<file path="src/rtl/btn_pkg.sv">
// Shared constants and counter type for the push-button input path.
package btn_pkg;

  localparam int unsigned BTN_DB_CYCLES_DEF   = 32'd1048576;
  localparam int unsigned BTN_LONG_CYCLES_DEF = 32'd33554432;
  localparam int unsigned BTN_CNT_W           = 32;

  typedef logic [BTN_CNT_W-1:0] btn_cnt_t;

  // Both thresholds must be non-zero and reachable by a w-bit counter.
  function automatic bit btn_cfg_ok(input int unsigned db, input int unsigned lng,
                                    input int unsigned w);
    longint unsigned lim;
    lim = 64'd1 << w;
    return (w >= 1) && (w <= 32) && (db >= 1) && (lng >= 1) &&
           (longint'(db) < lim) && (longint'(lng) < lim);
  endfunction

endpackage

</file>
<file path="src/rtl/btn_sense_if.sv">
// Button pin and cleaned-up button events between a board pin and control logic.
interface btn_sense_if;

  logic btn;
  logic level;
  logic press;
  // "release" is a reserved word in SystemVerilog, hence the suffix.
  logic release_pulse;
  logic toggle;
  logic long_press;

  modport master (
    input  btn,
    output level,
    output press,
    output release_pulse,
    output toggle,
    output long_press
  );

  modport slave (
    output btn,
    input  level,
    input  press,
    input  release_pulse,
    input  toggle,
    input  long_press
  );

endinterface

</file>
<file path="src/rtl/sync2.sv">
// Generic two-flop synchroniser for a single asynchronous input, reset to 0.
module sync2 (
  input  logic m_clock,
  input  logic p_reset,
  input  logic d,
  output logic q
);

  logic s1;

  always_ff @(posedge m_clock or negedge p_reset) begin
    if (!p_reset) begin
      s1 <= 1'b0;
      q  <= 1'b0;
    end else begin
      s1 <= d;
      q  <= s1;
    end
  end

endmodule

</file>
<file path="src/rtl/btn_sense.sv">
// Debounced push-button: clean level, press/release pulses and a press-toggled state.
// Long-press pulse output is compiled in only when BTN_LONGPRESS_EN is defined.
module btn_sense
  import btn_pkg::*;
#(
  parameter int unsigned DB_CYCLES   = BTN_DB_CYCLES_DEF,
  parameter int unsigned LONG_CYCLES = BTN_LONG_CYCLES_DEF,
  parameter int unsigned CNT_W       = BTN_CNT_W
) (
  input logic         m_clock,
  input logic         p_reset,
  btn_sense_if.master bus
);

  typedef logic [CNT_W-1:0] cnt_t;

  localparam cnt_t DbLast = cnt_t'(DB_CYCLES - 1);

  // Elaborates only for an unusable parameter set, making it visible in the hierarchy.
  if (!btn_cfg_ok(DB_CYCLES, LONG_CYCLES, CNT_W)) begin : g_illegal_params
  end

  logic s2;

  sync2 u_sync (
    .m_clock (m_clock),
    .p_reset (p_reset),
    .d       (bus.btn),
    .q       (s2)
  );

  cnt_t db_cnt_q, db_cnt_d;
  logic level_q, level_d;
  logic press_q, press_d;
  logic release_q, release_d;
  logic toggle_q, toggle_d;

  // Any return to the current level restarts the stability count.
  always_comb begin
    db_cnt_d  = db_cnt_q;
    level_d   = level_q;
    press_d   = 1'b0;
    release_d = 1'b0;
    toggle_d  = toggle_q;
    if (s2 == level_q) begin
      db_cnt_d = '0;
    end else if (db_cnt_q == DbLast) begin
      db_cnt_d  = '0;
      level_d   = s2;
      press_d   = s2;
      release_d = ~s2;
      if (s2) begin
        toggle_d = ~toggle_q;
      end
    end else begin
      db_cnt_d = db_cnt_q + cnt_t'(1);
    end
  end

  always_ff @(posedge m_clock or negedge p_reset) begin
    if (!p_reset) begin
      db_cnt_q  <= '0;
      level_q   <= 1'b0;
      press_q   <= 1'b0;
      release_q <= 1'b0;
      toggle_q  <= 1'b0;
    end else begin
      db_cnt_q  <= db_cnt_d;
      level_q   <= level_d;
      press_q   <= press_d;
      release_q <= release_d;
      toggle_q  <= toggle_d;
    end
  end

  assign bus.level         = level_q;
  assign bus.press         = press_q;
  assign bus.release_pulse = release_q;
  assign bus.toggle        = toggle_q;

`ifdef BTN_LONGPRESS_EN
  localparam cnt_t HoldMax = cnt_t'(LONG_CYCLES);

  cnt_t hold_cnt_q, hold_cnt_d;
  logic long_q, long_d;

  // Saturating at HoldMax gives exactly one pulse per hold.
  always_comb begin
    hold_cnt_d = hold_cnt_q;
    long_d     = 1'b0;
    if (!level_q) begin
      hold_cnt_d = '0;
    end else if (hold_cnt_q != HoldMax) begin
      hold_cnt_d = hold_cnt_q + cnt_t'(1);
      long_d     = (hold_cnt_d == HoldMax);
    end
  end

  always_ff @(posedge m_clock or negedge p_reset) begin
    if (!p_reset) begin
      hold_cnt_q <= '0;
      long_q     <= 1'b0;
    end else begin
      hold_cnt_q <= hold_cnt_d;
      long_q     <= long_d;
    end
  end

  assign bus.long_press = long_q;
`else
  assign bus.long_press = 1'b0;
`endif

endmodule

</file>
<file path="src/flat_wrapper.sv">
// flat-port wrapper written by rule: the top's interface ports become plain ports
module btn_sense_flat import btn_pkg::*;
#(
  parameter int unsigned DB_CYCLES   = BTN_DB_CYCLES_DEF,
  parameter int unsigned LONG_CYCLES = BTN_LONG_CYCLES_DEF,
  parameter int unsigned CNT_W       = BTN_CNT_W
)
  (m_clock, p_reset, bus_btn, bus_level, bus_press, bus_release_pulse, bus_toggle, bus_long_press);
  btn_sense_if bus_i ();
  input logic m_clock;
  input logic p_reset;
  input wire logic [$bits(bus_i.btn)-1:0] bus_btn;
  output wire logic [$bits(bus_i.level)-1:0] bus_level;
  output wire logic [$bits(bus_i.press)-1:0] bus_press;
  output wire logic [$bits(bus_i.release_pulse)-1:0] bus_release_pulse;
  output wire logic [$bits(bus_i.toggle)-1:0] bus_toggle;
  output wire logic [$bits(bus_i.long_press)-1:0] bus_long_press;
  assign bus_i.btn = bus_btn;
  assign bus_level = bus_i.level;
  assign bus_press = bus_i.press;
  assign bus_release_pulse = bus_i.release_pulse;
  assign bus_toggle = bus_i.toggle;
  assign bus_long_press = bus_i.long_press;
  btn_sense #(.DB_CYCLES(DB_CYCLES), .LONG_CYCLES(LONG_CYCLES), .CNT_W(CNT_W)) u_core (.m_clock(m_clock), .p_reset(p_reset), .bus(bus_i));
endmodule
</file>
<file path="config.mk">
export PLATFORM = sky130hd
export DESIGN_NAME = btn_sense_flat
export DESIGN_NICKNAME = d
export VERILOG_FILES = /design/src/rtl/btn_pkg.sv /design/src/rtl/btn_sense_if.sv /design/src/rtl/sync2.sv /design/src/rtl/btn_sense.sv /design/src/flat_wrapper.sv
export SDC_FILE = /design/constraint.sdc
export NUM_CORES = 1
export LEC_CHECK = 0
export BUFFER_PORTS_ARGS = -buffer_cell sky130_fd_sc_hd__buf_2
export CAP_MARGIN = 10
export CORE_UTILIZATION = 55
export DETAILED_ROUTE_END_ITERATION = 8
export MAX_ROUTING_LAYER = met4
export PLACE_DENSITY = 0.8
export SLEW_MARGIN = 20
export SYNTH_ARGS = -nofsm -noshare
export SYNTH_HDL_FRONTEND = slang
export SYNTH_SLANG_ARGS = --single-unit
</file>
<file path="constraint.sdc">
create_clock -name m_clock -period 2.05 [get_ports m_clock]
set_input_delay 0.205 -clock m_clock [delete_from_list [all_inputs] [get_ports m_clock]]
set_output_delay 0.205 -clock m_clock [all_outputs]
set_load 0.01 [all_outputs]
</file>
==> metrics, run 1 <==
post-placement cell count 263; Lkg Pwr 0.9119 nW; Sequential Area 950.9 um2; pin count of the biggest net entering global routing 39; Synth Area in XOR/XNOR 5.695%; pwr/cell area 648.0 mW/mm2; DR WL/cell 16.28 um; Seq pwr share 51.1%; Fill cells 281; Req. time, crit path 2.34 ns; Area Overhead vs Synth 15.27%; Die W 62.30 um; Ports 8; Final Instance Area 0.002305 mm2; vias in the first global route 1666; Net count, final 233; type of origin of the critical path register; Worst R2R Path Depth 4; commonest non-fill, non-tap cells in the layout dfrtp_1 (38), nand2_1 (16), nor2_1 (16); r2r startpoint u_core.db_cnt_q[11]; fraction of layout cells with a size suffix above 1 15.72%; critical path class register to register; standard-cell row count 21; syn_area_per_cell 9.521 um2; Syn Inst Count 210; routed vias/inst 6.244; post-synthesis simple-gate area fraction 27.53%; status finished, final reports clean; register area share after synthesis 47.56%; reg-to-reg endpoint u_core.db_cnt_q[27]; DRT antenna net count 0; Tmin final 2.011 ns; top-area cell type share of the netlist area 47.56%; Max-Cap Viols 0; multi-input logic area 0.001003 mm2; Psw 0.0003088 W; Power Internal 0.001185 W; CP max stage delay 0.65 ns; Post-DP Area 0.002120 mm2; Clock Sinks 38; mux contribution to synthesized area 0.5632%; Crit path max-delay family simple AND/OR/NAND/NOR gates; final-report max-slew violation count 0; Setup violations, final 0; worst vdd ir 0.5416 mV; HP Class register to register; worst setup path endpoint u_core.db_cnt_q[27]; Port-buffer cells 6; CTS tree yes; Iteration-0 DRC Markers 148; Post-Synth Adder-Cell Area 1.252%; drc violations 0; ranking of synthesized cells by area dfrtp_1 (48%), xnor2_1 (3.9%), nor4_1 (3.4%); Final Skew 0.009775 ns; number of synthesized flops with an enable pin 0; Synthesized Nets 215; Sw Share 20.68%; CTS clock-pin slew for the worst setup and hold paths 0.11 ns; Min Hold Slack 0.3641 ns; Tightest Pin Transition 0.8303 ns; top_reg_cell synth dfrtp_1; initial antenna violation count 0; CTS max path bufs 2; clk_lat worst skew 0.36 ns; Diodes inserted 0; Max-slew headroom 44.65%; stages on the worst setup path 4; clock power share 45.4%; Util after Layout 67.47%; CP Buf/Inv Count 0; WL final 4.477 mm; H-tree levels 2; Final Hold Viols 0; Mapped Area 0.001999 mm2; reg2reg setup slack 0.04 ns; worst-path maximum fanout 8; commonest non-fill, non-tap cell in the layout dfrtp_1; worst path cell trace nand4_4 > or4_4 > or4_1 > a21oi_1; Die H 62.30 um; Synth async-reset ratio 100.0%; Root Buffer clkbuf_4; setup_tns 0 ns; Ys Warns 0; area leader, netlist dfrtp_1; Synth Area in Compound Gates 12.64%; Layout Cells excl Fill 275; DR vias 1717; Core Region 0.003416 mm2; Post-DP HPWL 2.887 mm; die area 0.003881 mm2; Initial Utilization 58.53%; Fmax 497.3 MHz; DR pass1 iterations 4; CP max stage cell or4_4; combinational power share 3.5%; Synth cell types 37; post-synthesis register bit count 38; largest family of logic cells by synthesized area simple AND/OR/NAND/NOR gates; Final period util 98.08%; routability congestion estimate from global placement 0.8765; CTS Buf Count 5; Critical Path Start u_core.db_cnt_q[11]; GR Util All Layers 25.29%; gr ovfl total 0; crit end category register; WP data arrival 2.30 ns; first-pass GRT wire length 7.438 mm
-- synth_stat cells (5+ instances only) --
cell,n
xnor2_1,9
nor4_1,11
and2_1,5
nand4_1,8
dfrtp_1,38
o21ai_0,5
inv_1,9
and4_1,7
o31ai_1,8
nor2_1,16
nand2_1,17
or4_1,7
a21oi_1,12
nand3_1,12
-- power by group through the flow --
stage	clock network [W]	logic, W	registers, W
final	0.000678	0.0000521	0.000764
after global routing	0.000718	0.0000604	0.000765
after CTS	0.000692	0.0000516	0.000763
after detailed placement	0	0.0000487	0.000778
after global placement	0	0.0000481	0.000778
after floorplan	0	0.0000242	0.000776
-- metal layers --
| layer | share of wire [%] | GRT usage (%) |
|---|---|---|
| met4 | 1.3 | 11.34 |
| met3 | 4.9 | 6.066 |
| met2 | 50 | 40.25 |
| met5 | 0 | - |
| met1 | 44 | 30.56 |
-- per-stage QoR --
| step | worst slack, ns | power [W] |
|---|---|---|
| floorplan | 0.1084 | 0.0008002 |
| global placement | 0.09816 | 0.0008257 |
| detailed placement | 0.006377 | 0.0008266 |
| CTS | 0.03059 | 0.001507 |
| global route | -0.01855 | 0.001544 |
| finish | 0.03931 | 0.001493 |
-- worst min-delay path by stage --
stage	start	end	depth (start not counted)
final	u_core.u_sync.s1	u_core.u_sync.q	0
after global routing	u_core.u_sync.s1	u_core.u_sync.q	0
after CTS	u_core.u_sync.s1	u_core.u_sync.q	0
after detailed placement	bus_btn	u_core.u_sync.s1	1
after global placement	bus_btn	u_core.u_sync.s1	1
after floorplan	p_reset	u_core.bus.level	0
-- cell families after synthesis --
| logic type | Yosys count |
|---|---|
| AOI/OAI and AO/OA | 38 |
| xor gates and xnor gates | 13 |
| adders and majority gates | 2 |
| buffers and inverters | 20 |
| DFF | 38 |
| muxes | 1 |
| other | 1 |
| and+or+nand+nor | 97 |
-- area by class of cell --
class	instances	area share, %
well taps	46	2.497
clock buffers	6	2.226
inverters	9	1.466
repair buffers	21	6.406
flip-flops and latches	38	41.26
clock inverters	2	2.606
multi-input cells	153	43.54
-- state kept, by name, indices dropped and copies added (netlist names) --
register / cells
u_core.db_cnt_q: 32
u_core.bus.level: 1
u_core.bus.press: 1
u_core.bus.release_pulse: 1
u_core.bus.toggle: 1
u_core.u_sync.q: 1
u_core.u_sync.s1: 1
-- timing repair --
| item | in CTS | in global routing |
|---|---|---|
| hold endpoints to repair | 39 | 0 |
| hold buffers | 2 | 0 |
| pin swaps | 0 | 1 |
| resized for setup | 1 | 5 |
| cloned | 0 | 1 |
| setup buffers | 0 | 1 |
| setup endpoints to repair | 1 | 26 |
(Power assumes the default switching activity.)
==> inputs of run 2 (changes only) <==
--- a/config.mk
+++ b/config.mk
@@ -7,10 +7,10 @@
 export LEC_CHECK = 0
 export BUFFER_PORTS_ARGS = -buffer_cell sky130_fd_sc_hd__buf_2
 export CAP_MARGIN = 10
-export CORE_UTILIZATION = 55
+export CORE_UTILIZATION = 60
 export DETAILED_ROUTE_END_ITERATION = 8
 export MAX_ROUTING_LAYER = met4
-export PLACE_DENSITY = 0.8
+export PLACE_DENSITY = 0.83
 export SLEW_MARGIN = 20
 export SYNTH_ARGS = -nofsm -noshare
 export SYNTH_HDL_FRONTEND = slang
==> constraint.sdc (replaced) <==
create_clock -name m_clock -period 1.9 [get_ports m_clock]
set_input_delay 0.19 -clock m_clock [delete_from_list [all_inputs] [get_ports m_clock]]
set_output_delay 0.19 -clock m_clock [all_outputs]
set_load 0.01 [all_outputs]
==> run 2 against run 1 <==
Effect of this change: power decreased by 3.1%; highest routed layer unchanged; clock power decreased by 17%; non-clock buffer count increased by 12; sequential power increased by 7.7%; final area increased by 4.6%; critical endpoint is now u_core.db_cnt_q[21]; critical path depth unchanged; first-iteration DRC count increased by 84%; register-to-register slack got worse by 0.05 ns; the flow now finishes with violations (setup timing); worst setup slack got worse by 0.049 ns.
==> metrics, run 2 (synthesized netlist as in run 1, its figures left out) <==
Die W 59.73 um; Setup WS pre-CTS 0.01581 ns; Final Skew 0.01285 ns; worst vdd ir 0.5836 mV; Crit path max-delay family simple AND/OR/NAND/NOR gates; HP Class register to register; CP dominant cell by count or4_4; Req. time, crit path 2.20 ns; Design Power 0.001448 W; commonest non-fill, non-tap cells in the layout dfrtp_1 (38), buf_4 (24), nand2_1 (16), nor2_1 (16), nand3_1 (12); Lkg Pwr 0.9663 nW; type of origin of the critical path register; status finished, violations left; Initial Utilization 64.44%; CTS clock-pin slew for the worst setup and hold paths 0.13 ns; Port-buffer cells 6; gr ovfl total 0; Iteration-0 DRC Markers 273; Net count, final 245; CTS Buf Count 5; crit end category register; H-tree levels 2; Core Region 0.003103 mm2; Area Overhead vs Synth 20.53%; Final WS setup -0.009540 ns; Ports 8; Diodes inserted 0; Max-slew headroom 43.36%; standard-cell row count 20; Min Hold Slack 0.3696 ns; clk_lat worst skew 0.36 ns; DRT antenna net count 0; vias in the first global route 1740; CP max stage cell or4_4; DR vias 1802; DR pass1 iterations 4; Final period util 100.5%; WP data arrival 2.21 ns; worst path cell trace nand4_4 > or4_4 > or4_4 > a21oi_2; routed vias/inst 6.323; final-report max-slew violation count 0; worst-path maximum fanout 6; Util after Layout 77.66%; max reg flops 32; pin count of the biggest net entering global routing 39; critical path class register to register; die area 0.003567 mm2; multi-input logic area 0.001046 mm2; CP max stage delay 0.62 ns; commonest non-fill, non-tap cell in the layout dfrtp_1; GR Util All Layers 29.25%; Tightest Pin Transition 0.8496 ns; Biggest register u_core.db_cnt_q; Final Hold Viols 0; CTS max path bufs 2; CP Buf/Inv Count 0; CTS tree yes; Setup violations, final 2; DR WL/cell 16.57 um; first-pass GRT wire length 7.472 mm; WL final 4.722 mm; Clock Sinks 38; Sequential Area 950.9 um2; fraction of layout cells with a size suffix above 1 24.07%; Die H 59.73 um; Tmin final 1.910 ns; Max-Cap Viols 0; routability congestion estimate from global placement 0.9711; Post-DP HPWL 3.180 mm; pwr/cell area 600.8 mW/mm2; initial antenna violation count 0; violated checks setup timing; unrepaired setup endpoints after global routing yes; Fmax 523.7 MHz; Root Buffer clkbuf_4; drc violations 0; Fill cells 224
run 2: cell count changes in the layout (fill, tap and decap cells not counted), sizes merged:
cell | before | now
buf | 19 | 31
clkinvlp | 0 | 2
bufinv | 2 | 1
clkbuf | 6 | 5
run 2: what timing repair did:
item / in CTS / in global routing
resized for setup: 0 / 16
hold buffers: 2 / 0
endpoints found under the hold margin: 39 / 0
setup endpoints to repair: 0 / 21
buffers inserted: 0 / 2
run 2: per-stage QoR:
stage / cell area [um2] / cells / TNS [ns]
global route: 2410 / 285 / -0.1165
finish: 2410 / 285 / -0.009840
CTS: 2311 / 282 / 0
global placement: 2208 / 272 / 0
detailed placement: 2208 / 272 / 0
floorplan: 2008 / 210 / -0.003150
run 2: final timing paths:
path / from / to / slack [ns] / cells after the start
max reg2reg: u_core.db_cnt_q[8] / u_core.db_cnt_q[21] / -0.01 / 4
min in group asynchronous: p_reset / u_core.db_cnt_q[12] / 0.46 / 2
min reg2reg: u_core.u_sync.s1 / u_core.u_sync.q / 0.37 / 0
max in group asynchronous: p_reset / u_core.db_cnt_q[13] / 0.91 / 2
min: u_core.u_sync.s1 / u_core.u_sync.q / 0.37 / 0
max: u_core.db_cnt_q[8] / u_core.db_cnt_q[21] / -0.01 / 4
run 2: power breakdown:
group	switching (W)	leakage [nW]	internal, W
Combinational	0.0000422	0.405	0.0000199
Clock	0.000287	0.0374	0.000276
Sequential	0.00000682	0.524	0.000816
run 2: area by class of cell:
| class | instances | share of cell area [%] |
|---|---|---|
| Timing Repair Buffer | 33 | 10.02 |
| Inverter | 9 | 1.402 |
| Multi-Input combinational cell | 153 | 43.41 |
| Sequential cell | 38 | 39.46 |
| Clock inverter | 3 | 1.869 |
| Clock buffer | 5 | 1.558 |
| Tap cell | 44 | 2.285 |
run 2: per-layer routing:
metal  GRT usage, %  up-vias  share of wire (%)
li1               -      846                  -
met3          6.710       15                4.8
met4          13.62        0                2.3
met2          47.46       59                 52
met5              -        -                  0
met1          34.42      882                 41
run 2: worst reg2reg max path, cell delays in order (launching register included):
cell     delay (ns)
dfrtp_1        0.42
nand4_4        0.13
or4_4          0.62
or4_4          0.56
a21oi_2        0.12
==> inputs of run 3 (changes only) <==
--- a/config.mk
+++ b/config.mk
@@ -10,7 +10,7 @@
 export CORE_UTILIZATION = 60
 export DETAILED_ROUTE_END_ITERATION = 8
 export MAX_ROUTING_LAYER = met4
-export PLACE_DENSITY = 0.83
+export PLACE_DENSITY = 0.86
 export SLEW_MARGIN = 20
 export SYNTH_ARGS = -nofsm -noshare
 export SYNTH_HDL_FRONTEND = slang
==> run 3 against run 2 <==
Effect of this change: the run still ends with setup timing left; largest cell class unchanged; die area stayed put; count of clock-buffer cells in the layout is 2 higher; register-to-register slack worse by 0.05 ns; sequential cell count stayed put; sequential power hardly changed; clock power is 29% lower; sequential share of layout area is 0.84 points lower.
==> metrics, run 3 (synthesized netlist as in run 1, its figures left out) <==
status finished, violations left; clock power share 31.0%; Diodes inserted 0; fraction of layout cells with a size suffix above 1 26.45%; Min Hold Slack 0.3886 ns; WL final 5.584 mm; violated checks setup timing; Die H 59.73 um; Critical Path Start u_core.db_cnt_q[16]; worst path cell trace nand4_1 > or4_4 > o31ai_1 > a21oi_4; Port-buffer cells 6; Tmin final 1.962 ns; Ports 8; Seq pwr share 63.9%; vias in the first global route 1878; max reg flops 32; unrepaired setup endpoints after global routing yes; initial antenna violation count 0; Final WS setup -0.06240 ns; Crit path max-delay family simple AND/OR/NAND/NOR gates; Lkg Pwr 0.9847 nW; Die W 59.73 um; HP Class register to register; CTS Buf Count 5; commonest non-fill, non-tap cell in the layout dfrtp_1; Area Overhead vs Synth 23.15%; DR WL/cell 19.52 um; Req. time, crit path 2.12 ns; type of origin of the critical path register; Final Skew 0.01274 ns; CP max stage delay 0.56 ns; Clock Sinks 38; gr ovfl total 0; first-pass GRT wire length 8.673 mm; standard-cell row count 20; critical path class register to register; pwr/cell area 522.7 mW/mm2; Net count, final 247; Max-Cap Viols 0; crit end category register; CTS clock-pin slew for the worst setup and hold paths 0.11 ns; Root Buffer clkbuf_4; DRT antenna net count 0; Tightest Pin Transition 0.8293 ns; combinational power share 5.0%; Design Power 0.001287 W; r2r startpoint u_core.db_cnt_q[16]; Psw 0.0003118 W; CP max stage cell o31ai_1; Post-DP HPWL 3.573 mm; routed vias/inst 6.685; H-tree levels 2; WP data arrival 2.18 ns; Biggest register u_core.db_cnt_q; Initial Utilization 64.44%; Core Region 0.003103 mm2; GR Util All Layers 35.14%; Fmax 509.6 MHz; Final period util 103.3%; Setup violations, final 4; die area 0.003567 mm2; CTS max path bufs 2; Final Hold Viols 0; CP Buf/Inv Count 0; CTS tree yes; worst vdd ir 0.6367 mV; commonest non-fill, non-tap cells in the layout dfrtp_1 (38), buf_4 (25), nand2_1 (16), nor2_1 (16), nand3_1 (11); hold_sp u_core.u_sync.s1; Sw Share 24.23%; Power Internal 0.0009753 W; Max-slew headroom 44.71%; drc violations 0; final-report max-slew violation count 0; DR pass1 iterations 8; Iteration-0 DRC Markers 128; clk_lat worst skew 0.35 ns; DR vias 1912; worst-path maximum fanout 5; pin count of the biggest net entering global routing 39; routability congestion estimate from global placement 0.9103
[run 3: cell types whose count changed in the layout (fill, tap and decap cells not counted), sizes merged]
cell / previous run / this run
buf: 31 / 33
clkbuf: 5 / 7
clkinvlp: 2 / 0
bufinv: 1 / 0
[run 3: worst paths after layout]
kind                       cells past startpoint                   to  slack, ns
max                                            4  u_core.db_cnt_q[23]      -0.06
min reg2reg                                    0      u_core.u_sync.q       0.39
max in group asynchronous                      2      u_core.u_sync.q       0.90
min in group asynchronous                      2  u_core.db_cnt_q[17]       0.47
max reg2reg                                    4  u_core.db_cnt_q[23]      -0.06
min                                            0      u_core.u_sync.q       0.39
[run 3: final cells by class]
cell class / count / area (um2)
flip-flops and latches: 38 / 950.9
inverters: 9 / 33.78
fillers: 199 / 640.6
well taps: 44 / 55.05
multi-input cells: 153 / 1117
repair buffers: 35 / 260.3
clock buffers: 7 / 45.04
[run 3: stage by stage]
stage / TNS, ns / std cells / utilization [%] / instance area, um2 / worst slack [ns]
finish: -0.1297 / 286 / 79.35 / 2462 / -0.06240
detailed placement: -0.3257 / 275 / 71.90 / 2231 / -0.08934
global placement: 0 / 275 / 71.90 / 2231 / 0.08563
CTS: 0 / 286 / 75.81 / 2352 / 0.002961
floorplan: -0.003150 / 210 / - / 2008 / -0.002421
global route: -0.3945 / 286 / 79.35 / 2462 / -0.07719
[run 3: power groups by stage]
stage	combinational [W]	clock [W]	sequential, W
3_5_place_dp	0.0000567	0	0.000838
4_1_cts	0.0000620	0.000398	0.000823
6_report	0.0000647	0.000400	0.000823
2_1_floorplan	0.0000266	0	0.000837
5_1_grt	0.0000731	0.000437	0.000824
3_3_place_gp	0.0000540	0	0.000837
[run 3: what timing repair did]
item / in CTS / in global routing
setup endpoints to repair: 16 / 31
resized for setup: 8 / 20
setup buffers: 1 / 0
hold buffers: 2 / 0
pin swaps: 0 / 6
gates cloned: 1 / 0
hold endpoints to repair: 39 / 0
[run 3: metal layers]
metal  wire [um]  up-vias  global-route usage, %
met5           0        -                      -
met4         341        0                  20.60
met3         482       38                  8.225
met2        2635      108                  54.44
met1        2124      915                  41.85
li1            -      851                      -
